File: src/rtl/seq_ctrl_pkg.sv
// Shared definitions for the serial pattern-match controller.
//   - FSM state encoding
//   - default pattern length and match-counter width
//   - pattern loaded at reset
package seq_ctrl_pkg;

    localparam int PAT_W_DEF = 4;
    localparam int CNT_W_DEF = 8;

    localparam logic [3:0] RST_PATTERN = 4'b1101;

    typedef enum logic [1:0] {
        IDLE = 2'b00,
        RUN  = 2'b01,
        DONE = 2'b10
    } state_t;

endpackage

File: src/rtl/seq_match_ctrl_if.sv
// Handshake and data bundle for seq_match_ctrl.
//   master : drives configuration, run control and the serial stream
//   slave  : the controller; returns cfg_ready, match, busy, done, match_count
// PAT_W and CNT_W must match the parameters of the attached controller.
interface seq_match_ctrl_if #(
    parameter int PAT_W = 4,
    parameter int CNT_W = 8
);
    logic             cfg_valid;
    logic             cfg_ready;
    logic [PAT_W-1:0] cfg_pattern;
    logic             cfg_overlap;
    logic [CNT_W-1:0] cfg_target;
    logic             start;
    logic             abort;
    logic             in;
    logic             in_valid;
    logic             match;
    logic             busy;
    logic             done;
    logic [CNT_W-1:0] match_count;

    modport master (
        output cfg_valid, cfg_pattern, cfg_overlap, cfg_target,
        output start, abort, in, in_valid,
        input  cfg_ready, match, busy, done, match_count
    );

    modport slave (
        input  cfg_valid, cfg_pattern, cfg_overlap, cfg_target,
        input  start, abort, in, in_valid,
        output cfg_ready, match, busy, done, match_count
    );
endinterface

File: src/rtl/seq_match_core.sv
// Shift history, fill counter and pattern compare.
//   clk, reset_n : clock, synchronous active-low reset
//   en           : current bit is accepted (RUN, in_valid, no abort)
//   clear        : empty the history at the start of a run
//   overlap      : 1 keeps the history across a match
//   pattern      : registered pattern, MSB is the oldest bit
//   in           : current serial bit
//   hit          : combinational match on the current bit
module seq_match_core
    import seq_ctrl_pkg::*;
#(
    parameter int PAT_W = PAT_W_DEF
) (
    input  logic             clk,
    input  logic             reset_n,
    input  logic             en,
    input  logic             clear,
    input  logic             overlap,
    input  logic [PAT_W-1:0] pattern,
    input  logic             in,
    output logic             hit
);
    localparam int FW = (PAT_W > 1) ? $clog2(PAT_W) : 1;
    localparam logic [FW-1:0] FILL_MAX = FW'(PAT_W - 1);

    logic [PAT_W-2:0] hist;
    logic [FW-1:0]    fill;
    logic [PAT_W-1:0] window;

    // Oldest retained bit lands in the MSB, matching the pattern order.
    assign window = {hist, in};
    // fill saturates at PAT_W-1, so equality stands for "at least".
    assign hit    = en && (fill == FILL_MAX) && (window == pattern);

    always_ff @(posedge clk) begin
        if (!reset_n || clear) begin
            hist <= '0;
            fill <= '0;
        end else if (en) begin
            hist <= window[PAT_W-2:0];
            if (hit && !overlap) begin
                fill <= '0;
            end else if (fill != FILL_MAX) begin
                fill <= fill + FW'(1);
            end
        end
    end
endmodule

File: src/rtl/seq_match_ctrl.sv
// Serial pattern-match run controller.
//   clk, reset_n : clock, synchronous active-low reset
//   bus (slave)  : configuration write handshake, start/abort, serial input,
//                  match pulse, busy, done pulse and registered match count
//
//   state | meaning
//   IDLE  | configuration writable, waiting for start
//   RUN   | accepting bits and counting matches
//   DONE  | target reached, done pulse for one cycle
module seq_match_ctrl
    import seq_ctrl_pkg::*;
#(
    parameter int PAT_W = PAT_W_DEF,
    parameter int CNT_W = CNT_W_DEF
) (
    input logic              clk,
    input logic              reset_n,
    seq_match_ctrl_if.slave  bus
);
    state_t           state, state_nxt;
    logic [PAT_W-1:0] pattern_q;
    logic             overlap_q;
    logic [CNT_W-1:0] target_q;
    logic [CNT_W-1:0] count_q;
    logic             accept;
    logic             run_clear;
    logic             hit;
    logic             final_hit;

    // Abort masks the bit so a coinciding completion neither matches nor counts.
    assign accept    = (state == RUN) && bus.in_valid && !bus.abort;
    assign run_clear = (state == IDLE) && bus.start;
    assign final_hit = hit && (target_q != '0) && ((count_q + CNT_W'(1)) == target_q);

    seq_match_core #(.PAT_W(PAT_W)) u_core (
        .clk     (clk),
        .reset_n (reset_n),
        .en      (accept),
        .clear   (run_clear),
        .overlap (overlap_q),
        .pattern (pattern_q),
        .in      (bus.in),
        .hit     (hit)
    );

    always_ff @(posedge clk) begin
        if (!reset_n) begin
            state <= IDLE;
        end else begin
            state <= state_nxt;
        end
    end

    always_comb begin
        state_nxt = state;
        case (state)
            IDLE: if (bus.start) state_nxt = RUN;
            RUN: begin
                if (bus.abort) begin
                    state_nxt = IDLE;
                end else if (final_hit) begin
                    state_nxt = DONE;
                end
            end
            DONE:    state_nxt = IDLE;
            default: state_nxt = IDLE;
        endcase
    end

    // A write in the same cycle as start is picked up by the run that follows.
    always_ff @(posedge clk) begin
        if (!reset_n) begin
            pattern_q <= PAT_W'(RST_PATTERN);
            overlap_q <= 1'b0;
            target_q  <= CNT_W'(1);
        end else if ((state == IDLE) && bus.cfg_valid) begin
            pattern_q <= bus.cfg_pattern;
            overlap_q <= bus.cfg_overlap;
            target_q  <= bus.cfg_target;
        end
    end

    always_ff @(posedge clk) begin
        if (!reset_n || run_clear) begin
            count_q <= '0;
        end else if (hit) begin
            count_q <= count_q + CNT_W'(1);
        end
    end

    assign bus.cfg_ready   = (state == IDLE);
    assign bus.busy        = (state == RUN);
    assign bus.done        = (state == DONE);
    assign bus.match       = hit;
    assign bus.match_count = count_q;
endmodule

File: src/flat_wrapper.sv
// flat-port wrapper written by rule: the top's interface ports become plain ports
module seq_match_ctrl_flat import seq_ctrl_pkg::*;
#(
    parameter int PAT_W = PAT_W_DEF,
    parameter int CNT_W = CNT_W_DEF
)
  (clk, reset_n, bus_cfg_valid, bus_cfg_pattern, bus_cfg_overlap, bus_cfg_target, bus_start, bus_abort, bus_in, bus_in_valid, bus_cfg_ready, bus_match, bus_busy, bus_done, bus_match_count);
  seq_match_ctrl_if #(.PAT_W(PAT_W), .CNT_W(CNT_W)) bus_i ();
  input logic clk;
  input logic reset_n;
  input wire logic [$bits(bus_i.cfg_valid)-1:0] bus_cfg_valid;
  input wire logic [$bits(bus_i.cfg_pattern)-1:0] bus_cfg_pattern;
  input wire logic [$bits(bus_i.cfg_overlap)-1:0] bus_cfg_overlap;
  input wire logic [$bits(bus_i.cfg_target)-1:0] bus_cfg_target;
  input wire logic [$bits(bus_i.start)-1:0] bus_start;
  input wire logic [$bits(bus_i.abort)-1:0] bus_abort;
  input wire logic [$bits(bus_i.in)-1:0] bus_in;
  input wire logic [$bits(bus_i.in_valid)-1:0] bus_in_valid;
  output wire logic [$bits(bus_i.cfg_ready)-1:0] bus_cfg_ready;
  output wire logic [$bits(bus_i.match)-1:0] bus_match;
  output wire logic [$bits(bus_i.busy)-1:0] bus_busy;
  output wire logic [$bits(bus_i.done)-1:0] bus_done;
  output wire logic [$bits(bus_i.match_count)-1:0] bus_match_count;
  assign bus_i.cfg_valid = bus_cfg_valid;
  assign bus_i.cfg_pattern = bus_cfg_pattern;
  assign bus_i.cfg_overlap = bus_cfg_overlap;
  assign bus_i.cfg_target = bus_cfg_target;
  assign bus_i.start = bus_start;
  assign bus_i.abort = bus_abort;
  assign bus_i.in = bus_in;
  assign bus_i.in_valid = bus_in_valid;
  assign bus_cfg_ready = bus_i.cfg_ready;
  assign bus_match = bus_i.match;
  assign bus_busy = bus_i.busy;
  assign bus_done = bus_i.done;
  assign bus_match_count = bus_i.match_count;
  seq_match_ctrl #(.PAT_W(PAT_W), .CNT_W(CNT_W)) u_core (.clk(clk), .reset_n(reset_n), .bus(bus_i));
endmodule
File: config.mk
export PLATFORM = sky130hd
export DESIGN_NAME = seq_match_ctrl_flat
export DESIGN_NICKNAME = d
export VERILOG_FILES = /design/src/rtl/seq_ctrl_pkg.sv /design/src/rtl/seq_match_ctrl_if.sv /design/src/rtl/seq_match_core.sv /design/src/rtl/seq_match_ctrl.sv /design/src/flat_wrapper.sv
export SDC_FILE = /design/constraint.sdc
export NUM_CORES = 1
export LEC_CHECK = 0
export CAP_MARGIN = 20
export CELL_PAD_IN_SITES_DETAIL_PLACEMENT = 1
export CELL_PAD_IN_SITES_GLOBAL_PLACEMENT = 1
export CORE_ASPECT_RATIO = 1.25
export CORE_MARGIN = 2
export CORE_UTILIZATION = 40
export DETAILED_ROUTE_END_ITERATION = 12
export HOLD_SLACK_MARGIN = 0.15
export PLACE_DENSITY_LB_ADDON = 0.25
export SLEW_MARGIN = 20
export SYNTH_ARGS = -nofsm -noshare
export SYNTH_HDL_FRONTEND = slang
export SYNTH_SLANG_ARGS = --single-unit
File: constraint.sdc
create_clock -name clk -period 6.46 [get_ports clk]
set_input_delay 1.938 -clock clk [delete_from_list [all_inputs] [get_ports clk]]
set_output_delay 1.938 -clock clk [all_outputs]
set_load 0.01 [all_outputs]
# After elaboration in Yosys (flattened, before gate mapping)
# Cells that the tools add are included.
[totals] register_bits=28 inputBits=20 output_inout_bits=12 wordCells=41
[classes] addsub=2 n_eq_ne=8 mux=6 n_reduce_logical=18
[op_table] operator="2-to-1 mux 2 bit" n=5
[op_table] operator="logical AND 1 bit" n=9
[op_table] operator="adder 8 x 1 -> 8 bit (second input constant)" n=1
[op_table] operator="equality test 8 bit" n=1
[op_table] operator="nonzero test 8 bit" n=1
[op_table] operator="equality test 2 bit (second input constant)" n=2
[op_table] operator="equality test 4 bit" n=1
[op_table] operator="!= test 2 bit (second input constant)" n=2
[op_table] operator="one-hot mux 2 bit (2 select lines)" n=1
[op_table] operator="AND reduction 2 bit" n=2
[op_table] operator="zero test 1 bit" n=3
[op_table] operator="!= test 3 x 2 -> 1 bit (second input constant)" n=1
[op_table] operator="adder 2 x 1 -> 2 bit (second input constant)" n=1
[op_table] operator="equality test 2 x 1 -> 1 bit (second input constant)" n=1
[op_table] operator="zero test 2 bit" n=1
[op_table] operator="nonzero test 2 bit" n=1
[op_table] operator="logical OR 1 bit" n=1

# Logic depth before layout (Yosys ltp)
# Gate-level depths: netlist (run 1).
[logic_depth] word_depth=10 mapped_depth=6 ltp_nobuf=6

# Modules after synthesis
# From an unflattened synthesis (run 1), not the netlist that was laid out.
[hier_totals] cells_unflattened=174 hier_area_um2=1432.6
[modules_own_cells] module="seq_match_ctrl" n_inst=1 cells_each=142 area_per_inst_um2=1151.1 seq_area_each_um2=460.4
[modules_own_cells] module="seq_match_core" n_inst=1 cells_each=32 area_per_inst_um2=281.5 seq_area_each_um2=100.1

# Least setup slack after synthesis (run 1)
# No wires, ideal clock.
[synth_timing] path_kind="input-to-output" startpoint="input port bus_abort" endpoint="output port bus_match" arrival_ns=2.763 required_time_ns=4.522 setup_slack_ns=1.759 path_stages=3 path_buffers=0 path_cell_list="and4bb_4 > nand4_1 > nor3_2"
[synth_between] elab_chain_cells=4
[synth_rtl] item="start: declaration" line="flat_wrapper.sv:16" rtl="input wire logic [$bits(bus_i.abort)-1:0] bus_abort;"
[synth_rtl] item="zero test 1 bit" line="seq_match_ctrl.sv:31" rtl="assign accept = (state == RUN) && bus.in_valid && !bus.abort;"
[synth_rtl] item="logical AND 1 bit" line="seq_match_ctrl.sv:31"
[synth_rtl] item="logical AND 1 bit (2 in series)" line="seq_match_core.sv:33" rtl="assign hit = en && (fill == FILL_MAX) && (window == pattern);"
[synth_rtl] item="end: declaration" line="flat_wrapper.sv:20" rtl="output wire logic [$bits(bus_i.match)-1:0] bus_match;"
# Every way passes these cells.

# Worst setup path in the final report (run 1)
# Same ends and word-level chain as after synthesis.

==> metrics.txt, run 1 <==
ys flop type dfxtp_1; Post-Route WL 4020 um; worst path arrival time 3.89 ns; pin count of the biggest net entering global routing 20; I/O pin cnt 32; max_cap viols 0; Non-Filler Instances 255; CTS root buffer clkbuf_8; Rel. slew slack 58.7%; Hold WC Path Type flip-flop to flip-flop; nets@finish 238; Antenna diodes 0; share of layout cells above drive strength 1 6.51%; Std-Cell Core Area 3720 sq um; Post-synth EDFFs 0; number of setup violations in the final report 0; Critical-path top delay cell clkdlybuf4s50_1; die area 4340 sq um; post-cts hold buffer count 0; PortBufs 31; placed cell count 251; setup bufs post-CTS 0; gpl congestion 0.851; syn nets 210; Longest Clk Path Bufs 2; post-route setup TNS 0 ns; power consumption 0.000345 W; drt pass-1 iters 4; Final Critical Period 5.83 ns; status completed; post-CTS resize count 0; top layer in use met4; Layout area overhead 24.9%; delay-heaviest family, CP buffers and inverters; vias in the first global route 1582; post-synthesis register bit count 28; Worst Max-Slew Pin Slew 0.617 ns; YS warnings 0; dpl cell area 1860 sq um; Worst-path clk slew 0.10 ns; final hold viol count 0; number of buffers and inverters on the critical path 2; WL/cell 15.8 um; Skew-Pair Late Insertion Delay 0.28 ns; Area contributors post-synth dfxtp_1 (37%), nand2_1 (11%), xnor2_1 (5.7%), a21boi_0 (5.4%), a21oi_1 (2.6%); CP Data Required Time 4.52 ns; CTS H-tree lvls 1; most frequent CP cell clkdlybuf4s50_1; Synth top area share 36.6%; Yosys cell types 42; synthesized area per cell 8.14 sq um; initial antenna violation count 0; FFs w/ async S/R, synth 0%; Slew Limit Fails 0; area leader, netlist dfxtp_1; final instance area 1910 sq um; DRT met1 WL 1670 um; sequential area share after synthesis 36.6%; Max VDD drop 0.0877 mV; most frequent cell after synthesis nand2_1; RSZ-0062 raised after global routing no; critical path peak fanout 6; Starting Density 41.1%; Site Rows 25; Die Ht 73.2 um; Die X 59.3 um; first-pass GRT wire length 7010 um; Vias 1424; Starting DRT DRC Count 30; Final WS setup 0.628 ns; Crit Path Class input port to output port; WL met2 2170 um; Post-DRT Antenna Nets 0; CP Launch Type input port; fmax 0.171 GHz; Power Density 180 nW/um^2; CP endpoint kind output port; Tot GR Track Use 21.1%; grt total ovfl 0; Mapped Area 1530 sq um; WL met3 115 um; pre-CTS WS 0.619 ns; CTS tree done; total clock sinks 28; most frequent cells after synthesis nand2_1 (46), dfxtp_1 (28), a21boi_0 (11); CTS buffer count 3; clk_skew 0.00120 ns; biggest cell delay along the critical path 0.63 ns; period utilization 90.3%; critical path, cell by cell clkdlybuf4s50_1, and4bb_4, nand4_1, nor3_2, clkdlybuf4s50_1; Vias per Instance 5.58; Post-DP HPWL 3130 um; leakage power 0.680 nW; Remaining DRCs 0; synthesized instance count 188
-- stage by stage --
stage | hold WS, ns | util (%)
3_3_place_gp | 0.458 | 49.9
4_1_cts | 0.486 | 51.4
6_report | 0.485 | 51.4
2_1_floorplan | 0.445 | -
5_1_grt | 0.512 | 51.4
3_5_place_dp | 0.472 | 49.9
-- state kept, by name (all words and copies together), names as in the netlist --
register,count
u_core.overlap_q,1
u_core.target_q,8
u_core.state,2
u_core.pattern_q,4
u_core.u_core.fill,2
u_core.u_core.hist,3
u_core.bus.match_count,8
-- per-layer routing --
layer / vias to the layer above / global-route usage, %
met5: - / 0
met4: 0 / 10.1
met3: 6 / 3.55
met2: 30 / 38.8
met1: 680 / 22.7
li1: 708 / -
-- power breakdown --
part           internal [W]  switching, W   total, W
clock             0.0000547     0.0000564   0.000111
combinational     0.0000251     0.0000238  0.0000489
sequential         0.000179    0.00000626   0.000185
total              0.000258     0.0000865   0.000345
-- path summary, 6_finish.rpt --
check / start / end / slack [ns] / depth (start not counted)
worst max-delay path: bus_abort / bus_match / 0.63 / 5
worst min-delay path: u_core.u_core.hist[2] / u_core.u_core.hist[2] / 0.48 / 2
worst max register to register: u_core.bus.match_count[2] / u_core.state[0] / 4.48 / 5
worst min register to register: u_core.u_core.hist[2] / u_core.u_core.hist[2] / 0.48 / 2
-- tightest hold or removal path, stage by stage (launching register included) --
cell     delay (ns)
dfxtp_1        0.33
nand2_1        0.06
a21oi_1        0.06
-- logic make-up after synthesis --
logic type / after synthesis / synth area share, %
muxes: 4 / 2.62
buffers and inverters: 10 / 2.70
xor gates and xnor gates: 14 / 8.01
DFF: 28 / 36.6
AOI/OAI and AO/OA: 33 / 14.3
and+or+nand+nor: 97 / 34.1
adders and majority gates: 2 / 1.64
-- layout by cell type (no fill, tap or decap), types with 2 or more instances in the layout --
cell type	instances
nand3_1	8
clkbuf_8	4
mux2i_1	4
a21boi_0	11
xnor2_1	10
or4_1	2
o21ai_0	5
nand3b_1	2
xor2_1	4
clkdlybuf4s50_1	31
ha_1	2
and3_1	2
and2_1	2
nand2_1	46
or2b_2	2
or3_1	2
nand2b_1	6
o22ai_1	2
a21oi_1	8
nor4_1	3
nor2_1	7
dfxtp_1	28
and2b_2	2
inv_1	2
nand4_1	3
-- final cells by class --
type	count	area (sq um)
sequential	28	561
tap	40	50.0
inverter	2	7.51
clock buffer	4	55.1
timing repair buffer	31	310
multi-input combinational	150	928
fill	454	1810
(Power assumes the default switching activity.)
==> run 2: changes to the inputs <==
Settings changed: CTS_CLUSTER_DIAMETER set to 50, SKIP_CTS_REPAIR_TIMING set to 1.
Clock period 6.46 ns to 7.5 ns, I/O delays scaled along.
==> metrics.txt, run 2 (synthesis results as in run 1) <==
grt total ovfl 0 (unchanged); sequential fraction of design power 53.5% (about the same); Skew-Pair Late Insertion Delay 0.28 ns (about the same); Clk pwr share 32.6% (+0.4 points); Crit Path Class input port to output port; max_cap viols 0 (unchanged); fmax 0.155 GHz; clk_skew 0.00430 ns (+0.00309 ns); status completed; post-route setup TNS 0 ns (unchanged); Power Density 156 nW/um^2 (-14%); worst hold slack 0.490 ns (+0.00539 ns); Rel. slew slack 53.6% (-5.1 points); nets@finish 238 (unchanged); vias in the first global route 1612 (+1.9%); drt pass-1 iters 4 (unchanged); total clock sinks 28 (unchanged); Antenna diodes 0 (unchanged); most common cell after layout, fill and taps aside nand2_1; leakage power 0.680 nW (unchanged); CTS root buffer clkbuf_8; critical path peak fanout 6 (unchanged); CTS H-tree lvls 1 (unchanged); number of setup violations in the final report 0 (unchanged); NetSw 0.0000751 W (-13%); Slew Limit Fails 0 (unchanged); CTS tree done; share of layout cells above drive strength 1 6.51% (unchanged); Final Critical Period 6.46 ns; first-pass GRT wire length 6980 um (-0.40%); Site Rows 25 (unchanged); Worst-path clk slew 0.10 ns (about the same); worst path arrival time 4.21 ns (+0.32 ns); Int Pwr 0.000223 W (-14%); Layout area overhead 24.9% (unchanged); Vias per Instance 5.61 (+0.42%); initial antenna violation count 0 (unchanged); Remaining DRCs 0 (unchanged); Post-Route WL 3990 um (-0.72%); I/O pin cnt 32 (unchanged); CP endpoint kind output port; PortBufs 31 (unchanged); Starting Density 41.1% (unchanged); Post-DRT Antenna Nets 0 (unchanged); most frequent cells in the layout nand2_1 (46), clkdlybuf4s50_1 (31), dfxtp_1 (28), a21boi_0 (11), xnor2_1 (10); Worst Max-Slew Pin Slew 0.689 ns (+0.0720 ns); CP Data Required Time 5.25 ns (+0.73 ns); CP Launch Type input port; Hold WC Path Type flip-flop to flip-flop; pin count of the biggest net entering global routing 20 (unchanged); Std-Cell Core Area 3720 sq um (unchanged); Max VDD drop 0.0857 mV (-2.2%); Longest Clk Path Bufs 2 (unchanged); period utilization 86.2%; final hold viol count 0 (unchanged); RSZ-0062 raised after global routing no; switching fraction of total power 25.2% (+0.14 points); Die Ht 73.2 um (unchanged); Starting DRT DRC Count 35 (+17%); gpl congestion 0.851 (unchanged); Logic pwr share 14.0% (-0.2 points); Tot GR Track Use 20.9% (-0.21 points); WL/cell 15.6 um (-0.72%); Post-DP HPWL 3140 um (+0.45%); CTS buffer count 3 (unchanged); Vias 1430 (+0.42%); die area 4340 sq um (unchanged); Die X 59.3 um (unchanged)
run 2: cell counts in the layout (fill, tap and decap cells not counted):
Identical to the previous run, type by type.
run 2: worst max-delay path, stage by stage:
cell and delay (ns):
clkdlybuf4s50_1 0.41, and4bb_4 0.40, nand4_1 0.18, nor3_2 0.35
clkdlybuf4s50_1 0.62
run 2: power by group through the flow:
stage	clock, W	combinational [W]	sequential (W)
2_1_floorplan	0	0.0000250	0.000161
3_3_place_gp	0	0.0000403	0.000162
3_5_place_dp	0	0.0000419	0.000163
4_1_cts	0.0000995	0.0000422	0.000159
5_1_grt	0.000106	0.0000464	0.000160
6_report	0.0000970	0.0000416	0.000159
run 2: final timing paths:
| check | from | to | slack [ns] | cells past startpoint |
|---|---|---|---|---|
| max | bus_abort | bus_match | 1.04 | 5 |
| min | u_core.u_core.hist[2] | u_core.u_core.hist[2] | 0.49 | 2 |
| max reg2reg | u_core.bus.match_count[0] | u_core.bus.match_count[6] | 5.40 | 5 |
| min reg2reg | u_core.u_core.hist[2] | u_core.u_core.hist[2] | 0.49 | 2 |
run 2: cell type report:
cell class              count  area [sq um]
multi-input cells         150           928
well taps                  40          50.0
clock buffers               4          55.1
fillers                   455          1810
repair buffers             31           310
inverters                   2          7.51
flip-flops and latches     28           561
run 2: per-layer routing:
| layer | up-vias | global-route usage, % | wire (um) |
|---|---|---|---|
| li1 | 703 | - | - |
| met1 | 692 | 22.0 | 1690 |
| met2 | 28 | 40.0 | 2130 |
| met3 | 7 | 2.66 | 99 |
| met4 | 0 | 8.84 | 71 |
| met5 | - | 0 | 0 |
run 2: metrics by stage:
step	setup WS [ns]	instances	total power, W	utilization (%)	area [sq um]
after floorplan	2.17	188	0.000186	-	1530
after global placement	1.08	251	0.000202	49.9	1860
after detailed placement	1.04	251	0.000204	49.9	1860
after CTS	1.04	255	0.000301	51.4	1910
after global routing	0.991	255	0.000313	51.4	1910
final	1.04	255	0.000298	51.4	1910
==> run 3: changes to the inputs <==
Settings changed: CORE_UTILIZATION 40 to 39, SYNTH_HIERARCHICAL set to 1.
==> metrics.txt, run 3 <==
status completed; Post-DP HPWL 2880 um (-8.4%); die area 4180 sq um (-3.7%); nets@finish 225 (-5.5%); ys flop type dfxtp_1; pre-CTS WS 0.865 ns (-0.180 ns); Starting DRT DRC Count 23 (-34%); Post-DRT Antenna Nets 0 (unchanged); power consumption 0.000318 W (+6.6%); number of setup violations in the final report 0 (unchanged); critical path peak fanout 8 (+2); Yosys cell types 36 (-14%); worst path arrival time 4.39 ns (+0.18 ns); sequential area share after synthesis 39.1% (+2.5 points); Antenna diodes 0 (unchanged); drt pass-1 iters 3 (-1); Vias per Instance 5.41 (-3.6%); Longest Clk Path Bufs 2 (unchanged); Die X 58.2 um (-1.9%); area leader, netlist dfxtp_1; I/O pin cnt 32 (unchanged); pin count of the biggest net entering global routing 20 (unchanged); WL/cell 15.0 um (-4.1%); period utilization 88.6% (+2.4 points); Final WS setup 0.857 ns (-0.181 ns); Hold WC Path Type flip-flop to flip-flop; Std-Cell Core Area 3510 sq um (-5.6%); most frequent cells in the layout nand2_1 (35), clkdlybuf4s50_1 (31), dfxtp_1 (28), nor2_1 (16), xor2_1 (10); Final Critical Period 6.64 ns (+0.181 ns); most frequent cell after synthesis nand2_1; Mapped Area 1430 sq um (-6.4%); Area contributors post-synth dfxtp_1 (39%), nand2_1 (9.2%), xor2_1 (6.1%), xnor2_1 (4.3%), nor2_1 (4.2%); Site Rows 24 (-4.0%); Starting Density 40.8% (-0.33 points); CP Launch Type input port; Synth top area share 39.1% (+2.5 points); Skew-Pair Late Insertion Delay 0.27 ns (about the same); Filler cells 422 (-7.3%); vias in the first global route 1339 (-17%); post-synthesis register bit count 28 (unchanged); most common cell after layout, fill and taps aside nand2_1; CP Data Required Time 5.25 ns (about the same); Post-synth EDFFs 0 (unchanged); placed cell count 237 (-5.6%); YS warnings 6 (+6); synthesized area per cell 8.23 sq um (+1.2%); share of layout cells above drive strength 1 3.47% (-3.0 points); clk_skew 0.000905 ns (-0.00339 ns); first-pass GRT wire length 6090 um (-13%); Remaining DRCs 0 (unchanged); gpl congestion 0.777 (-8.7%); Rel. slew slack 60.8% (+7.2 points); Power Density 173 nW/um^2 (+11%); FF/Latch Area 561 sq um (unchanged); CP endpoint kind output port; max_cap viols 0 (unchanged); initial antenna violation count 0 (unchanged); Max VDD drop 0.132 mV (+54%); most frequent cells after synthesis nand2_1 (35), dfxtp_1 (28), nor2_1 (16); post-route setup TNS 0 ns (unchanged); synthesized instance count 174 (-7.4%); Vias 1303 (-8.9%); CTS root buffer clkbuf_8; leakage power 0.696 nW (+2.5%); fmax 0.151 GHz (-2.7%); Crit Path Class input port to output port; Post-Route WL 3620 um (-9.4%); multi-input logic area 827 sq um (-11%); syn nets 196 (-6.7%); Tot GR Track Use 18.9% (-2.0 points); RSZ-0062 raised after global routing no; Layout area overhead 28.2%; Worst-path clk slew 0.10 ns (about the same); grt total ovfl 0 (unchanged); PortBufs 31 (unchanged); final hold viol count 0 (unchanged); CTS buffer count 3 (unchanged); FFs w/ async S/R, synth 0% (unchanged); CTS tree done; Worst Max-Slew Pin Slew 0.586 ns (-0.104 ns); Non-Filler Instances 241 (-5.5%); Slew Limit Fails 0 (unchanged); CTS H-tree lvls 1 (unchanged); Die Ht 71.8 um (-1.9%); total clock sinks 28 (unchanged)
run 3: cell count changes in the layout (fill, tap and decap cells not counted), sizes merged, moves of 3 or more:
cell,previous run,this run
nor2,7,16
nand2,46,35
nor2b,1,7
xnor2,10,7
xor2,4,10
a21oi,8,0
o21ai,5,2
run 3: per-layer routing:
metal / up-vias / part of all wire [%] / GRT usage [%]
li1: 650 / - / -
met1: 630 / 41 / 21.2
met2: 18 / 55 / 36.0
met3: 5 / 2.1 / 2.71
met4: 0 / 1.2 / 5.43
met5: - / 0 / 0
run 3: cell families after synthesis:
logic type	synth area share [%]
AO/OA/AOI/OAI	13.2
XOR/XNOR	10.4
multiplexers	3.49
AND/OR/NAND/NOR	28.9
flip-flops	39.1
buffers and inverters	3.14
adder cells (fa/ha/maj)	1.75
run 3: final timing paths:
| kind | start | end | slack (ns) | cells past startpoint |
|---|---|---|---|---|
| worst max register to register | u_core/state[0] | u_core/state[0] | 5.02 | 8 |
| worst min-delay path | u_core/u_core/fill[1] | u_core/u_core/fill[1] | 0.47 | 2 |
| worst min register to register | u_core/u_core/fill[1] | u_core/u_core/fill[1] | 0.47 | 2 |
| worst max-delay path | bus_abort | bus_match | 0.86 | 7 |
run 3: through the flow:
stage          instance area (sq um)  util [%]  hold slack [ns]
2_1_floorplan                   1430         -            0.435
3_3_place_gp                    1770      50.2            0.449
3_5_place_dp                    1770      50.2            0.465
4_1_cts                         1840      52.3            0.480
5_1_grt                         1840      52.3            0.508
6_report                        1840      52.3            0.475
run 3: critical path, cell delays in order:
cell and delay [ns]:
clkdlybuf4s50_1 0.40, nor2b_1 0.19, and2_1 0.31, o2111ai_1 0.19, nor4_1 0.30, buf_4 0.21, clkdlybuf4s50_1 0.55
run 3: final cells by class:
cell class	instances	area share [%]
clock buffer	3	2.25
timing repair buffer	32	17.3
inverter	3	0.613
clock inverter	1	1.63
multi-input combinational	135	45.0
sequential	28	30.5
tap	39	2.66
run 3: where the power goes:
| part | internal [W] | switching, W | total [W] |
|---|---|---|---|
| registers | 0.000154 | 0.00000500 | 0.000159 |
| logic | 0.0000208 | 0.0000187 | 0.0000395 |
| clock network | 0.0000715 | 0.0000477 | 0.000119 |
